<file path="src/rtl/record_play_sequencer_if.sv">
// Note RAM port bundle between the record/play sequencer and the note memory.
// The sequencer drives the address, write data and the two one-cycle strobes.
interface record_play_sequencer_if #(
  parameter int ADDR_W = 6,
  parameter int DATA_W = 10
);
  logic [ADDR_W-1:0] mem_addr;
  logic              mem_we;
  logic [DATA_W-1:0] mem_wdata;
  logic              mem_re;

  modport master (
    output mem_addr,
    output mem_we,
    output mem_wdata,
    output mem_re
  );

  modport slave (
    input mem_addr,
    input mem_we,
    input mem_wdata,
    input mem_re
  );
endinterface

</file>
<file path="src/rtl/record_play_sequencer.sv">
// Record/playback sequencer for a note RAM.
// Recording writes one switch-bank note per tempo beat.
// Playback reads the recorded slots back on the beat and either finishes or
// wraps to slot 0. Every output is registered. The strobes are single-cycle
// pulses that are cleared by default on every edge.
module record_play_sequencer #(
  parameter int DEPTH  = 64,
  parameter int ADDR_W = 6,
  parameter int DATA_W = 10
) (
  input  logic                   clk,
  input  logic                   reset,
  input  logic                   select,
  input  logic                   back,
  input  logic                   mode,
  input  logic                   loop_en,
  input  logic                   beat,
  input  logic [DATA_W-1:0]      note_in,
  record_play_sequencer_if.master mem,
  output logic [ADDR_W:0]        length,
  output logic [2:0]             state,
  output logic                   done
);

  typedef enum logic [2:0] {
    ST_IDLE = 3'd0,
    ST_ARM  = 3'd1,
    ST_REC  = 3'd2,
    ST_PLAY = 3'd3,
    ST_DONE = 3'd4
  } state_t;

  localparam logic [ADDR_W-1:0] ADDR_ZERO = ADDR_W'(0);
  localparam logic [ADDR_W-1:0] ADDR_ONE  = ADDR_W'(1);
  localparam logic [ADDR_W:0]   LEN_ZERO  = (ADDR_W+1)'(0);
  localparam logic [ADDR_W:0]   LEN_ONE   = (ADDR_W+1)'(1);
  localparam logic [ADDR_W:0]   LEN_FULL  = (ADDR_W+1)'(DEPTH);

  state_t            state_r, state_s;
  logic [ADDR_W-1:0] addr_r, addr_s;
  logic [DATA_W-1:0] wdata_r, wdata_s;
  logic              we_r, we_s;
  logic              re_r, re_s;
  logic [ADDR_W:0]   length_r, length_s;
  logic              done_r, done_s;

  // Next-state and next-output decode; back outranks select, which outranks beat.
  always_comb begin
    state_s  = state_r;
    addr_s   = addr_r;
    wdata_s  = wdata_r;
    we_s     = 1'b0;
    re_s     = 1'b0;
    length_s = length_r;
    case (state_r)
      ST_IDLE: begin
        if (back) begin
          state_s = ST_IDLE;
        end else if (select) begin
          if (!mode) begin
            state_s  = ST_ARM;
            length_s = LEN_ZERO;
          end else if (length_r != LEN_ZERO) begin
            state_s = ST_PLAY;
            addr_s  = ADDR_ZERO;
            re_s    = 1'b1;
          end else begin
            // Nothing recorded: a playback request is ignored.
            state_s = ST_IDLE;
          end
        end else begin
          state_s = ST_IDLE;
        end
      end
      ST_ARM: begin
        if (back) begin
          state_s  = ST_IDLE;
          length_s = LEN_ZERO;
        end else if (select) begin
          state_s = ST_DONE;
        end else if (beat) begin
          // The first beat both starts recording and captures slot 0.
          addr_s   = ADDR_ZERO;
          we_s     = 1'b1;
          wdata_s  = note_in;
          length_s = LEN_ONE;
          state_s  = (LEN_ONE == LEN_FULL) ? ST_DONE : ST_REC;
        end else begin
          state_s = ST_ARM;
        end
      end
      ST_REC: begin
        if (back) begin
          state_s  = ST_IDLE;
          length_s = LEN_ZERO;
        end else if (select) begin
          state_s = ST_DONE;
        end else if (beat) begin
          // Filling the last slot ends the recording, so the address never wraps.
          addr_s   = addr_r + ADDR_ONE;
          we_s     = 1'b1;
          wdata_s  = note_in;
          length_s = length_r + LEN_ONE;
          state_s  = ((length_r + LEN_ONE) == LEN_FULL) ? ST_DONE : ST_REC;
        end else begin
          state_s = ST_REC;
        end
      end
      ST_PLAY: begin
        if (back) begin
          state_s = ST_IDLE;
        end else if (select) begin
          state_s = ST_DONE;
        end else if (beat) begin
          if ({1'b0, addr_r} == (length_r - LEN_ONE)) begin
            if (loop_en) begin
              addr_s = ADDR_ZERO;
              re_s   = 1'b1;
            end else begin
              state_s = ST_DONE;
            end
          end else begin
            addr_s = addr_r + ADDR_ONE;
            re_s   = 1'b1;
          end
        end else begin
          state_s = ST_PLAY;
        end
      end
      ST_DONE: begin
        if (back || select) begin
          state_s = ST_IDLE;
        end else begin
          state_s = ST_DONE;
        end
      end
      default: begin
        // Unused codes 5..7 recover to IDLE.
        state_s = ST_IDLE;
      end
    endcase
  end

  // done follows the state being entered so that it is registered like every other output.
  always_comb begin
    done_s = (state_s == ST_DONE);
  end

  // State and output registers with asynchronous clear.
  always_ff @(posedge clk or posedge reset) begin
    if (reset) begin
      state_r  <= ST_IDLE;
      addr_r   <= ADDR_ZERO;
      wdata_r  <= DATA_W'(0);
      we_r     <= 1'b0;
      re_r     <= 1'b0;
      length_r <= LEN_ZERO;
      done_r   <= 1'b0;
    end else begin
      state_r  <= state_s;
      addr_r   <= addr_s;
      wdata_r  <= wdata_s;
      we_r     <= we_s;
      re_r     <= re_s;
      length_r <= length_s;
      done_r   <= done_s;
    end
  end

  assign mem.mem_addr  = addr_r;
  assign mem.mem_we    = we_r;
  assign mem.mem_wdata = wdata_r;
  assign mem.mem_re    = re_r;
  assign length        = length_r;
  assign state         = state_r;
  assign done          = done_r;

endmodule

</file>
<file path="src/flat_wrapper.sv">
// flat-port wrapper written by rule: the top's interface ports become plain ports
module record_play_sequencer_flat 
#(
  parameter int DEPTH  = 64,
  parameter int ADDR_W = 6,
  parameter int DATA_W = 10
)
  (clk, reset, select, back, mode, loop_en, beat, note_in, length, state, done, mem_mem_addr, mem_mem_we, mem_mem_wdata, mem_mem_re);
  record_play_sequencer_if #(.ADDR_W(ADDR_W), .DATA_W(DATA_W)) mem_i ();
  input  logic clk;
  input  logic reset;
  input  logic select;
  input  logic back;
  input  logic mode;
  input  logic loop_en;
  input  logic beat;
  input  logic [DATA_W-1:0] note_in;
  output logic [ADDR_W:0] length;
  output logic [2:0] state;
  output logic done;
  output wire logic [$bits(mem_i.mem_addr)-1:0] mem_mem_addr;
  output wire logic [$bits(mem_i.mem_we)-1:0] mem_mem_we;
  output wire logic [$bits(mem_i.mem_wdata)-1:0] mem_mem_wdata;
  output wire logic [$bits(mem_i.mem_re)-1:0] mem_mem_re;
  assign mem_mem_addr = mem_i.mem_addr;
  assign mem_mem_we = mem_i.mem_we;
  assign mem_mem_wdata = mem_i.mem_wdata;
  assign mem_mem_re = mem_i.mem_re;
  record_play_sequencer #(.DEPTH(DEPTH), .ADDR_W(ADDR_W), .DATA_W(DATA_W)) u_core (.clk(clk), .reset(reset), .select(select), .back(back), .mode(mode), .loop_en(loop_en), .beat(beat), .note_in(note_in), .mem(mem_i), .length(length), .state(state), .done(done));
endmodule
</file>
<file path="config.mk">
export PLATFORM = sky130hd
export DESIGN_NAME = record_play_sequencer_flat
export DESIGN_NICKNAME = d
export VERILOG_FILES = /design/src/rtl/record_play_sequencer_if.sv /design/src/rtl/record_play_sequencer.sv /design/src/flat_wrapper.sv
export SDC_FILE = /design/constraint.sdc
export NUM_CORES = 1
export LEC_CHECK = 0
export ABC_AREA = 1
export CAP_MARGIN = 0
export CORE_MARGIN = 3
export CORE_UTILIZATION = 45
export CTS_CLUSTER_DIAMETER = 100
export DETAILED_ROUTE_END_ITERATION = 8
export GPL_ROUTABILITY_DRIVEN = 0
export GPL_TIMING_DRIVEN = 0
export PLACE_DENSITY_LB_ADDON = 0.12
export REMOVE_ABC_BUFFERS = 1
export SLEW_MARGIN = 20
export SYNTH_ARGS = -nofsm -noshare
export SYNTH_HDL_FRONTEND = slang
export SYNTH_SLANG_ARGS = --single-unit
</file>
<file path="constraint.sdc">
create_clock -name clk -period 2.2 [get_ports clk]
set_input_delay 0.33 -clock clk [delete_from_list [all_inputs] [get_ports clk]]
set_output_delay 0.33 -clock clk [all_outputs]
set_load 0.03 [all_outputs]
</file>
==> reports/summary.txt <==
crit-path cells: clkdlybuf4s50_1
CTS clk-pin slew, worst paths: 70 ps
Final Max Slew Viols: 0
Final setup viols: 0
CTS buffer count: 5
length of the first detailed-routing pass in iterations: 4
combinational share of power: 35.4%
Total Wirelength: 4820 um
Sw Pwr: 735 uW
Synth Area in Compound Gates: 6.74%
Setup TNS: 0 ps
post-route minimum period: 2020 ps
Initial Util: 47.7%
total I/O pin count: 46
largest family of logic cells by synthesized area: simple AND/OR/NAND/NOR gates
H-tree Lvls: 2
CTS root buf: clkbuf_8
post-synthesis simple-gate area fraction: 44.5%
Nets: 362
vias in the first global route: 1747
CP endpoint kind: output pin
Seq pwr share: 33.4%
status: finished, final reports clean
area leader, netlist: dfrtp_1
Final Cycle Share: 91.6%
# rows: 24
Die X: 74.9 um
max-cap violation count: 0
max_slew headroom: 60.4%
Post-Synth XOR/XNOR Area: 3.69%
Netlist cell types: 32
Pwr Total: 2100 uW
WP data arrival: 1690 ps
core area: 4470 um^2
DP Wirelength: 3670 um
Commonest cells post-synth: 114 x nand2_1, 29 x dfrtp_1, 25 x nand3_1
VDD IR-drop max: 0.455 mV
setup bufs post-CTS: 0
Leakage: 0.00145 uW
gr usage total: 18.7%
DR WL/cell: 12.2 um
Post-synth EDFFs: 0
count leader, synth: nand2_1
Seq/Total Area, Yosys: 34.0%
Netlist Area Pre-Place: 2130 um^2
CTS Hold Bufs: 0
post-synthesis mux area share: 0%
Longest Clk Path Bufs: 2
Synth Warn #: 0
CP startpoint kind: flip-flop
Final Hold Viols: 0
total grt overflow: 0
post-synth top area share: 34.0%
Die Footprint: 5610 um^2
clk_lat worst skew: 280 ps
Area Growth Syn to Fin: 28.7%
clk_skew: 6.49 ps
first-pass GRT wire length: 8050 um
DR vias: 1952
clock share of power: 31.2%
Worst-Margin Slew: 593 ps
synthesis-stage register bit count: 29
pwr dens: 766 nW/um^2
Post-CTS Resized: 0
fraction of layout cells with a size suffix above 1: 16.4%
adder-cell share of the synthesized area: 2.34%
Mapped Cells: 294
Starting DRT DRC Count: 133
main area contributors after synthesis: dfrtp_1 34%, nand2_1 20%, nand3_1 5.9%, nand3_2 4.2%, inv_1 4.2%
average size of a mapped cell: 7.26 um^2
Buffers on Ports: 45
vias per cell: 4.95
Top Family by Delay on Critical Path: buffers and inverters
async set-reset flop share out of synthesis: 100%
Fill cells: 406
Crit path buffers/inverters: 1
post-route DRC violation count: 0
overall die height: 74.9 um
CTS sink cnt: 29
largest net degree at the start of global routing: 30
f_max: 496 MHz
RSZ-0062 raised after global routing: no
Max stage delay cell, worst path: clkdlybuf4s50_1
CP max stage delay: 760 ps
Sw Share: 34.9%
initial antenna violation count: 0
CP Class: flip-flop to output pin
most common flop cell mapped by yosys: dfrtp_1
Ant. Diodes: 0
number of routed nets with antenna violations: 0
Worst Path Max Fanout: 9
CTS tree: done
min-delay worst type: primary input to asynchronous set/reset pin
Internal Power: 1370 uW
WP data required: 1870 ps
## cell usage in the layout, fill, tap and decap left out, drive strengths merged, types with 2 or more instances in the layout
| cell type | count |
|---|---|
| o31ai | 3 |
| dfrtp | 29 |
| clkdlybuf4s50 | 45 |
| clkbuf | 5 |
| clkinv | 3 |
| nor3 | 5 |
| nand4 | 2 |
| ha | 4 |
| nand2 | 122 |
| inv | 36 |
| xnor2 | 2 |
| o21ai | 9 |
| xor2 | 7 |
| nand3 | 34 |
| bufinv | 2 |
| a21oi | 7 |
| nor2 | 25 |
## final timing paths
| check | to | depth (start not counted) | from | slack [ps] |
|---|---|---|---|---|
| setup / recovery | length[2] | 1 | u_core.length[2]$_DFFE_PP0P_ | 180 |
| hold reg to reg | u_core.mem.mem_wdata[1]$_DFFE_PP0P_ | 2 | u_core.mem.mem_wdata[1]$_DFFE_PP0P_ | 480 |
| min in group clk | u_core.mem.mem_wdata[1]$_DFFE_PP0P_ | 2 | u_core.mem.mem_wdata[1]$_DFFE_PP0P_ | 480 |
| max in group asynchronous | u_core.length[1]$_DFFE_PP0P_ | 2 | reset | 1370 |
| setup reg to reg | u_core.state[0]$_DFF_PP0_ | 14 | u_core.length[0]$_DFFE_PP0P_ | 190 |
| hold / removal | u_core.mem.mem_wdata[3]$_DFFE_PP0P_ | 2 | reset | 430 |
## stage by stage
step	area [um^2]	util (%)	setup slack, ps	std cells	hold slack, ps
floorplan	2100	-	225	289	408
global placement	2610	58.4	142	386	461
detailed placement	2610	58.4	85.5	386	466
CTS	2750	61.4	174	394	486
global route	2750	61.4	2.69	394	477
finish	2750	61.4	184	394	431
## metal layers
| metal | wire, um | GRT usage (%) |
|---|---|---|
| met2 | 2220 | 28.8 |
| met5 | 0 | 0 |
| met4 | 71 | 5.53 |
| met3 | 198 | 4.67 |
| met1 | 2330 | 26.2 |
## flip-flops by register name, summed over array words and instances, names as in the netlist
signal,count
u_core.done,1
u_core.mem.mem_wdata,10
u_core.state,3
u_core.length,7
u_core.mem.mem_re,1
u_core.mem.mem_we,1
u_core.mem.mem_addr,6
## area by class of cell
class	count	area, um^2	area share, %
clock buffer	5	68.8	2.51
timing repair buffer	45	450	16.4
sequential	29	726	26.4
inverter	38	149	5.42
clock inverter	3	65.1	2.37
tap	52	65.1	2.37
multi-input combinational	222	1220	44.5
## cell families (layout without fill, tap and decap cells)
family                     count (synthesis)  count (layout)
AOI/OAI and AO/OA                         20              20
xor gates and xnor gates                   9               9
adders and majority gates                  4               4
buffers and inverters                     43              91
DFF                                       29              29
and+or+nand+nor                          189             189
## power by group through the flow
stage	Combinational [uW]	Sequential, uW	Clock [uW]
floorplan	272	895	0
global placement	742	710	0
detailed placement	752	707	0
CTS	752	703	675
global route	803	713	699
finish	744	703	657
No activity file was read; power rests on OpenSTA's default activity.
